--- config.mk ---
export PLATFORM = sky130hd
export DESIGN_NAME = alu_top_core
export DESIGN_NICKNAME = d
export VERILOG_FILES = /design/src/rtl/alu_pkg.sv /design/src/rtl/alu32.sv /design/src/rtl/alu_top_core.sv
export SDC_FILE = /design/constraint.sdc
export NUM_CORES = 1
export LEC_CHECK = 0
export ABC_AREA = 1
export CAP_MARGIN = 20
export CORE_MARGIN = 3
export CORE_UTILIZATION = 60
export CTS_CLUSTER_SIZE = 24
export DETAILED_ROUTE_END_ITERATION = 10
export HOLD_SLACK_MARGIN = 0.05
export PLACE_DENSITY = 0.88
export SLEW_MARGIN = 20
export SYNTH_ARGS = -nofsm -noshare
export SYNTH_HDL_FRONTEND = slang
export SYNTH_SLANG_ARGS = --single-unit
--- constraint.sdc ---
create_clock -name clk -period 0.88 [get_ports clk]
set_input_delay 0.176 -clock clk [delete_from_list [all_inputs] [get_ports clk]]
set_output_delay 0.176 -clock clk [all_outputs]
set_load 0.01 [all_outputs]
--- src/rtl/alu_pkg.sv ---
// -----------------------------------------------------------------------------
// alu_pkg
// Shared definitions for the ALU lab demonstrator:
//   - alu_op_e        : ALU_OP switch encodings (OP_AND .. OP_SLL)
//   - led_sel_e       : F_LED_SW switch encodings (byte lanes and flags view)
//   - operand_pair_t  : one preset {A, B} operand pair
//   - OPA_* / OPB_*   : the eight preset 32-bit operand constants
//   - operand_pair()  : maps an AB_SW code to its operand pair
// -----------------------------------------------------------------------------
package alu_pkg;

    typedef enum logic [2:0] {
        OP_AND = 3'b000,
        OP_OR  = 3'b001,
        OP_XOR = 3'b010,
        OP_NOR = 3'b011,
        OP_ADD = 3'b100,
        OP_SUB = 3'b101,
        OP_SLT = 3'b110,
        OP_SLL = 3'b111
    } alu_op_e;

    // Codes 100..111 all select the flags view; only bit 2 matters for them.
    typedef enum logic [2:0] {
        LED_BYTE0  = 3'b000,
        LED_BYTE1  = 3'b001,
        LED_BYTE2  = 3'b010,
        LED_BYTE3  = 3'b011,
        LED_FLAGS0 = 3'b100,
        LED_FLAGS1 = 3'b101,
        LED_FLAGS2 = 3'b110,
        LED_FLAGS3 = 3'b111
    } led_sel_e;

    typedef struct packed {
        logic [31:0] a;
        logic [31:0] b;
    } operand_pair_t;

    localparam logic [31:0] OPA_0 = 32'h0000_0000, OPB_0 = 32'h0000_0000;
    localparam logic [31:0] OPA_1 = 32'h0000_0003, OPB_1 = 32'h0000_0607;
    localparam logic [31:0] OPA_2 = 32'h8000_0000, OPB_2 = 32'h8000_0000;
    localparam logic [31:0] OPA_3 = 32'h7FFF_FFFF, OPB_3 = 32'h7FFF_FFFF;
    localparam logic [31:0] OPA_4 = 32'hFFFF_FFFF, OPB_4 = 32'hFFFF_FFFF;
    localparam logic [31:0] OPA_5 = 32'h8000_0000, OPB_5 = 32'hFFFF_FFFF;
    localparam logic [31:0] OPA_6 = 32'hFFFF_FFFF, OPB_6 = 32'h8000_0000;
    localparam logic [31:0] OPA_7 = 32'h1234_5678, OPB_7 = 32'h3333_2222;

    function automatic operand_pair_t operand_pair(input logic [2:0] sel);
        operand_pair_t p;
        case (sel)
            3'd0:    p = '{a: OPA_0, b: OPB_0};
            3'd1:    p = '{a: OPA_1, b: OPB_1};
            3'd2:    p = '{a: OPA_2, b: OPB_2};
            3'd3:    p = '{a: OPA_3, b: OPB_3};
            3'd4:    p = '{a: OPA_4, b: OPB_4};
            3'd5:    p = '{a: OPA_5, b: OPB_5};
            3'd6:    p = '{a: OPA_6, b: OPB_6};
            default: p = '{a: OPA_7, b: OPB_7};
        endcase
        return p;
    endfunction

endpackage : alu_pkg

--- src/rtl/alu32.sv ---
// -----------------------------------------------------------------------------
// alu32
// Purely combinational 32-bit ALU.
// Ports:
//   A, B    in  [31:0]  operands
//   ALU_OP  in  [2:0]   operation select (alu_op_e)
//   F       out [31:0]  result
//   ZF      out         F == 0
//   OF      out         signed overflow, ADD and SUB only; 0 otherwise
// -----------------------------------------------------------------------------
module alu32
    import alu_pkg::*;
(
    input  logic [31:0] A,
    input  logic [31:0] B,
    input  logic [2:0]  ALU_OP,
    output logic [31:0] F,
    output logic        ZF,
    output logic        OF
);

    logic [31:0] sum;
    logic [31:0] diff;
    logic        slt;

    assign sum  = A + B;
    assign diff = A - B;
    assign slt  = $signed(A) < $signed(B);

    // NOTE: every signal written here gets a default before the case, so no
    // path leaves it unassigned and no latch is inferred.
    always_comb begin
        F  = '0;
        OF = 1'b0;
        case (alu_op_e'(ALU_OP))
            OP_AND: F = A & B;
            OP_OR:  F = A | B;
            OP_XOR: F = A ^ B;
            OP_NOR: F = ~(A | B);
            OP_ADD: begin
                F  = sum;
                // Same-sign operands producing a result of the other sign.
                OF = (A[31] == B[31]) && (sum[31] != A[31]);
            end
            OP_SUB: begin
                F  = diff;
                // Opposite-sign operands whose result leaves A's sign.
                OF = (A[31] != B[31]) && (diff[31] != A[31]);
            end
            OP_SLT: F = {31'b0, slt};
            OP_SLL: F = B << A[4:0];   // upper bits of A deliberately unused
            default: F = '0;
        endcase
    end

    assign ZF = (F == 32'h0);

endmodule : alu32

--- src/rtl/alu_top_core.sv ---
// -----------------------------------------------------------------------------
// alu_top_core
// Board-level ALU demonstrator: switch-selected operand pair and operation,
// with one byte of the result (or the flags) shown on 8 registered LEDs.
// Ports:
//   clk       in       system clock, rising edge
//   rst_n     in       asynchronous active-low reset, clears LED
//   AB_SW     in  [2:0] operand-pair select
//   ALU_OP    in  [2:0] operation select
//   F_LED_SW  in  [2:0] display select (byte 0..3, or {6'b0, OF, ZF})
//   LED       out [7:0] registered display value
// Switches are quasi-static, so they feed the combinational path directly.
// -----------------------------------------------------------------------------
module alu_top_core
    import alu_pkg::*;
(
    input  logic       clk,
    input  logic       rst_n,
    input  logic [2:0] AB_SW,
    input  logic [2:0] ALU_OP,
    input  logic [2:0] F_LED_SW,
    output logic [7:0] LED
);

    operand_pair_t ops;
    logic [31:0]   alu_f;
    logic          alu_zf;
    logic          alu_of;
    logic [7:0]    led_d;
    logic [7:0]    led_q;

    assign ops = operand_pair(AB_SW);

    alu32 u_alu32 (
        .A      (ops.a),
        .B      (ops.b),
        .ALU_OP (ALU_OP),
        .F      (alu_f),
        .ZF     (alu_zf),
        .OF     (alu_of)
    );

    always_comb begin
        led_d = 8'h00;
        case (led_sel_e'(F_LED_SW))
            LED_BYTE0: led_d = alu_f[7:0];
            LED_BYTE1: led_d = alu_f[15:8];
            LED_BYTE2: led_d = alu_f[23:16];
            LED_BYTE3: led_d = alu_f[31:24];
            default:   led_d = {6'b0, alu_of, alu_zf};
        endcase
    end

    // NOTE: state is updated with non-blocking assignments so every register
    // samples pre-edge values, independent of process evaluation order.
    always_ff @(posedge clk or negedge rst_n) begin
        if (!rst_n) begin
            led_q <= 8'h00;
        end else begin
            led_q <= led_d;
        end
    end

    assign LED = led_q;

endmodule : alu_top_core

==> results of run 1 <==
-- cell families after synthesis --
| logic type | Yosys count | synth area share, % |
|---|---|---|
| AND/OR/NAND/NOR | 598 | 60.6 |
| AO/OA/AOI/OAI | 98 | 12.9 |
| XOR/XNOR | 2 | 0.405 |
| buffers and inverters | 119 | 11.7 |
| flip-flops | 8 | 4.62 |
| adder cells (fa/ha/maj) | 33 | 9.71 |
-- metrics by stage --
step / hold WS, ns / utilization (%) / area [µm²] / TNS (ns) / cells
after detailed placement: 0.507 / 87.6 / 6050 / -21.00 / 1127
after global placement: 0.455 / 87.6 / 6050 / -18.63 / 1127
after floorplan: -0.120 / - / 4550 / -10.25 / 858
-- cell usage after synthesis (4+ instances only) --
cell type and n:
nand4_1 20, nor2_1 101, nand2_1 296, inv_2 11, nand2_2 6, o2111ai_1 6
nor2_2 7, ha_1 32, nand3_1 137, or2_2 4, clkbuf_1 4, inv_1 79
o21ai_0 38, o211ai_1 6, dfrtp_1 8, buf_4 6, nor3_1 11, a21oi_1 34
nor3_2 4, buf_2 13
==> summary.txt, run 1 <==
Status
  – Status: stopped before the end
  – Failed at: clock tree synthesis
  – First Err: [ERROR DPL-0033] detailed placement checks failed during check placement.

Place
  – Placer congestion estimate: 1.31
  – PortBufs: 18
  – Setup WS pre-CTS: -2.60 ns
  – DP HPWL: 18200 µm

Clock tree
  – CTS Buffer Depth: 2
  – Num Clock Sinks: 8
  – PostCTS Resize Cnt: 185
  – Clk root buf: clkbuf_8
  – Hold-fix buffers, CTS: 0
  – Inserted Clock Buffers: 3
  – Post-CTS setup buffer count: 31
  – Htree depth: 1

Yosys
  – Synth warn: 0
  – Async set-reset flop share out of synthesis: 100%
  – Dominant cells by area after synthesis: nand2_1 26%, nand3_1 16%, ha_1 9.2%
  – Cells after synthesis: 858
  – Number of synthesized flops with an enable pin: 0
  – Syn nets: 902
  – Seq/Total Area, Yosys: 4.62%
  – Seq cells post-synth: 8
  – Mapped cell area: 0.00433 mm²
  – Netlist cell types: 41
  – Synth Flop Type: dfrtp_1
  – Post-Syn Area per Cell: 5.05 µm²
  – Synth top area share: 25.7%
  – Yosys top cell by area: nand2_1

Die
  – Row count: 30
  – Die X: 90.9 µm
  – I/O pin total: 19
  – Die Ht: 90.9 µm
  – Initial core utilization: 62.7%
==> run 2, diff against run 1 <==
--- a/config.mk
+++ b/config.mk
@@ -8,11 +8,9 @@
 export ABC_AREA = 1
 export CAP_MARGIN = 20
 export CORE_MARGIN = 3
-export CORE_UTILIZATION = 60
-export CTS_CLUSTER_SIZE = 24
+export CORE_UTILIZATION = 40
 export DETAILED_ROUTE_END_ITERATION = 10
-export HOLD_SLACK_MARGIN = 0.05
-export PLACE_DENSITY = 0.88
+export PLACE_DENSITY_LB_ADDON = 0.15
 export SLEW_MARGIN = 20
 export SYNTH_ARGS = -nofsm -noshare
 export SYNTH_HDL_FRONTEND = slang
==> summary.txt, run 2 <==
Yosys
  – Synth top area share: 25.7% (unchanged)
  – Mapped cell area: 0.00433 mm² (unchanged)
  – Synth Flop Type: dfrtp_1
  – Synth warn: 0 (unchanged)
  – Syn nets: 902 (unchanged)
  – Post-Syn Area per Cell: 5.05 µm² (unchanged)
  – Netlist cell types: 41 (unchanged)
  – Yosys top cell by area: nand2_1
  – Async set-reset flop share out of synthesis: 100% (unchanged)
  – Number of synthesized flops with an enable pin: 0 (unchanged)
  – Cells after synthesis: 858 (unchanged)
  – Most common cell in the netlist: nand2_1
  – Most instantiated cells after synthesis: 296 x nand2_1, 137 x nand3_1, 101 x nor2_1, 79 x inv_1, 38 x o21ai_0
  – Seq cells post-synth: 8 (unchanged)
  – Seq/Total Area, Yosys: 4.62% (unchanged)
  – Dominant cells by area after synthesis: nand2_1 26%, nand3_1 16%, ha_1 9.2%

Clock tree
  – Num Clock Sinks: 8 (unchanged)
  – Hold-fix buffers, CTS: 0 (unchanged)
  – Htree depth: 1 (unchanged)
  – Clk root buf: clkbuf_8
  – Inserted Clock Buffers: 3 (unchanged)
  – CTS tree: done
  – CTS clk-pin slew, worst paths: 0.04 ns
  – CTS Buffer Depth: 2 (unchanged)

Setup path
  – Crit Path Category: in2reg
  – Critical Path RT: 1.04 ns
  – Crit. End Element: flip-flop
  – Startpoint types: input port
  – CP max FO: 7
  – Worst EP arrival: 2.69 ns

Cells and area
  – Max reg flops: 8
  – Fin area: 0.00796 mm²
  – Fillers: 810
  – Ant diodes: 0
  – Commonest non-fill, non-tap cell in the layout: buf_4
  – Fin util: 76.4%
  – Syn-to-layout area delta: 83.8%
  – Share of layout cells above drive strength 1: 48.3%
  – Nets: 1163
  – Commonest cells after routing, fill and taps aside: 236 x buf_4, 224 x nand2_1, 95 x nand3_1

Power and ir drop
  – NetSw: 4.40 mW
  – Int Pwr: 3.93 mW
  – Clock power share: 5.1%
  – Sequential share of power: 5.1%
  – Net Sw Frac: 52.8%
  – Pwr Density: 1050 mW/mm²
  – Worst vdd ir: 0.978 mV
  – Leakage power figure: 4.02 nW
  – Logic pwr share: 89.7%

Place
  – DP HPWL: 18300 µm (+0.41%)
  – Placer congestion estimate: 1.04 (-20%)
  – DP Area: 0.00654 mm² (+8.0%)
  – PortBufs: 18 (unchanged)

Timing
  – Final worst-path cycle share: 288%
  – Hold Violations, Final: 0
  – Final min period: 2.53 ns
  – Final setup violation count: 15
  – Worst-margin pin slew: 0.438 ns
  – RSZ-0062 raised after global routing: yes
  – Final WS setup: -1.65 ns
  – Rel. slew slack: 70.7%
  – Setup TNS Final: -12.69 ns
  – Peak Freq: 395 MHz
  – Slew Limit Fails: 0

Detailed routing
  – Via count: 7294
  – Wire per inst: 19.3 µm
  – Initial DRT Pass Iterations: 6
  – Post-Route WL: 24200 µm
  – Final ANT Viol Nets: 0
  – Iteration-0 DRC Markers: 850
  – DR vias/cell: 5.82
  – Number of remaining DRC errors: 0

Min path
  – HP Class: in2async

Global route
  – Gr ovfl total: 0
  – Vias in the first global route: 6844
  – GRT Util Overall: 38.2%
  – Antenna violations before repair: 0
  – First-pass GRT wire length: 35700 µm
  – Pin count of the biggest net entering global routing: 18

Status
  – Status: complete, but fails checks
  – Failing checks: setup timing

Flow run
  – MaxCap Viol Count: 0

Die
  – Row count: 37 (+23%)
  – I/O pin total: 19 (unchanged)
  – Total Die Area: 0.0121 mm²
  – Die X: 110 µm (+21%)
  – Initial core utilization: 41.6% (-21 points)
  – Die Ht: 110 µm (+21%)
  – Placeable Area: 0.0104 mm²
[run 2: cell counts after synthesis]
Identical to the previous run, type by type.
[run 2: repair_timing]
item | in CTS | in global routing
pin swaps | 61 | 87
resized for setup | 209 | 132
setup endpoints to repair | 16 | 16
setup buffers | 20 | 17
[run 2: cell type report]
class                           instances  area (µm²)  area share, %
Sequential cell                         8         200           2.52
Clock buffer                            3        41.3          0.519
Timing Repair Buffer                  284        2370           29.8
Inverter                               91         410           5.16
Multi-Input combinational cell        731        4760           59.9
Tap cell                              136         170           2.14
[run 2: cells by family after synthesis]
logic type,after synthesis,share of synthesized area [%]
AND/OR/NAND/NOR,598,60.6
buffers and inverters,119,11.7
AO/OA/AOI/OAI,98,12.9
adder cells (fa/ha/maj),33,9.71
flip-flops,8,4.62
XOR/XNOR,2,0.405
[run 2: layer usage]
metal,vias up,wire (µm),track usage [%]
met1,3338,9120,47.2
met3,135,2350,7.45
met5,-,0,0
li1,3342,-,-
met4,0,1460,15.7
met2,479,11300,64.5
[run 2: critical path, cell delays in order]
cell and delay, ns:
buf_6 0.10, buf_12 0.15, clkinv_8 0.07, nand2_8 0.08, nand2_8 0.13, clkinvlp_4 0.18
ha_4 0.24, buf_4 0.14, a21oi_4 0.17, a21oi_2 0.08, buf_4 0.14, a211oi_2 0.20
nand2_2 0.13, nand2_1 0.08, nand2_1 0.06, nand2_1 0.06, nand2_1 0.05, nor2_1 0.14
nand2_1 0.08, nor3_2 0.10, nand2_1 0.07, nand2_1 0.05
[run 2: path summary, 6_finish.rpt]
kind | start | slack (ns) | depth (start not counted) | end
max | AB_SW[2] | -1.65 | 22 | LED[0]$_DFF_PN0_
min | rst_n | 0.23 | 1 | LED[2]$_DFF_PN0_
max in group asynchronous | rst_n | 0.39 | 1 | LED[0]$_DFF_PN0_
min in group clk | LED[2]$_DFF_PN0_ | 0.82 | 1 | LED[2]
[run 2: per-stage QoR]
stage	std cells	hold slack [ns]	power, mW	setup slack, ns
final	1253	0.232	8.33	-1.65
after global routing	1253	0.252	8.80	-1.78
after CTS	1236	0.238	7.33	-1.59
after detailed placement	1213	0.476	6.14	-2.50
after global placement	1213	0.466	6.07	-2.51
after floorplan	858	-0.120	3.49	-1.38
[run 2: power by group through the flow]
stage	sequential (mW)	clock, mW	combinational [mW]
6_report	0.428	0.426	7.47
2_1_floorplan	0.453	0	3.04
3_3_place_gp	0.428	0	5.65
4_1_cts	0.426	0.438	6.47
5_1_grt	0.433	0.455	7.91
3_5_place_dp	0.431	0	5.71
(Power assumes the default switching activity.)
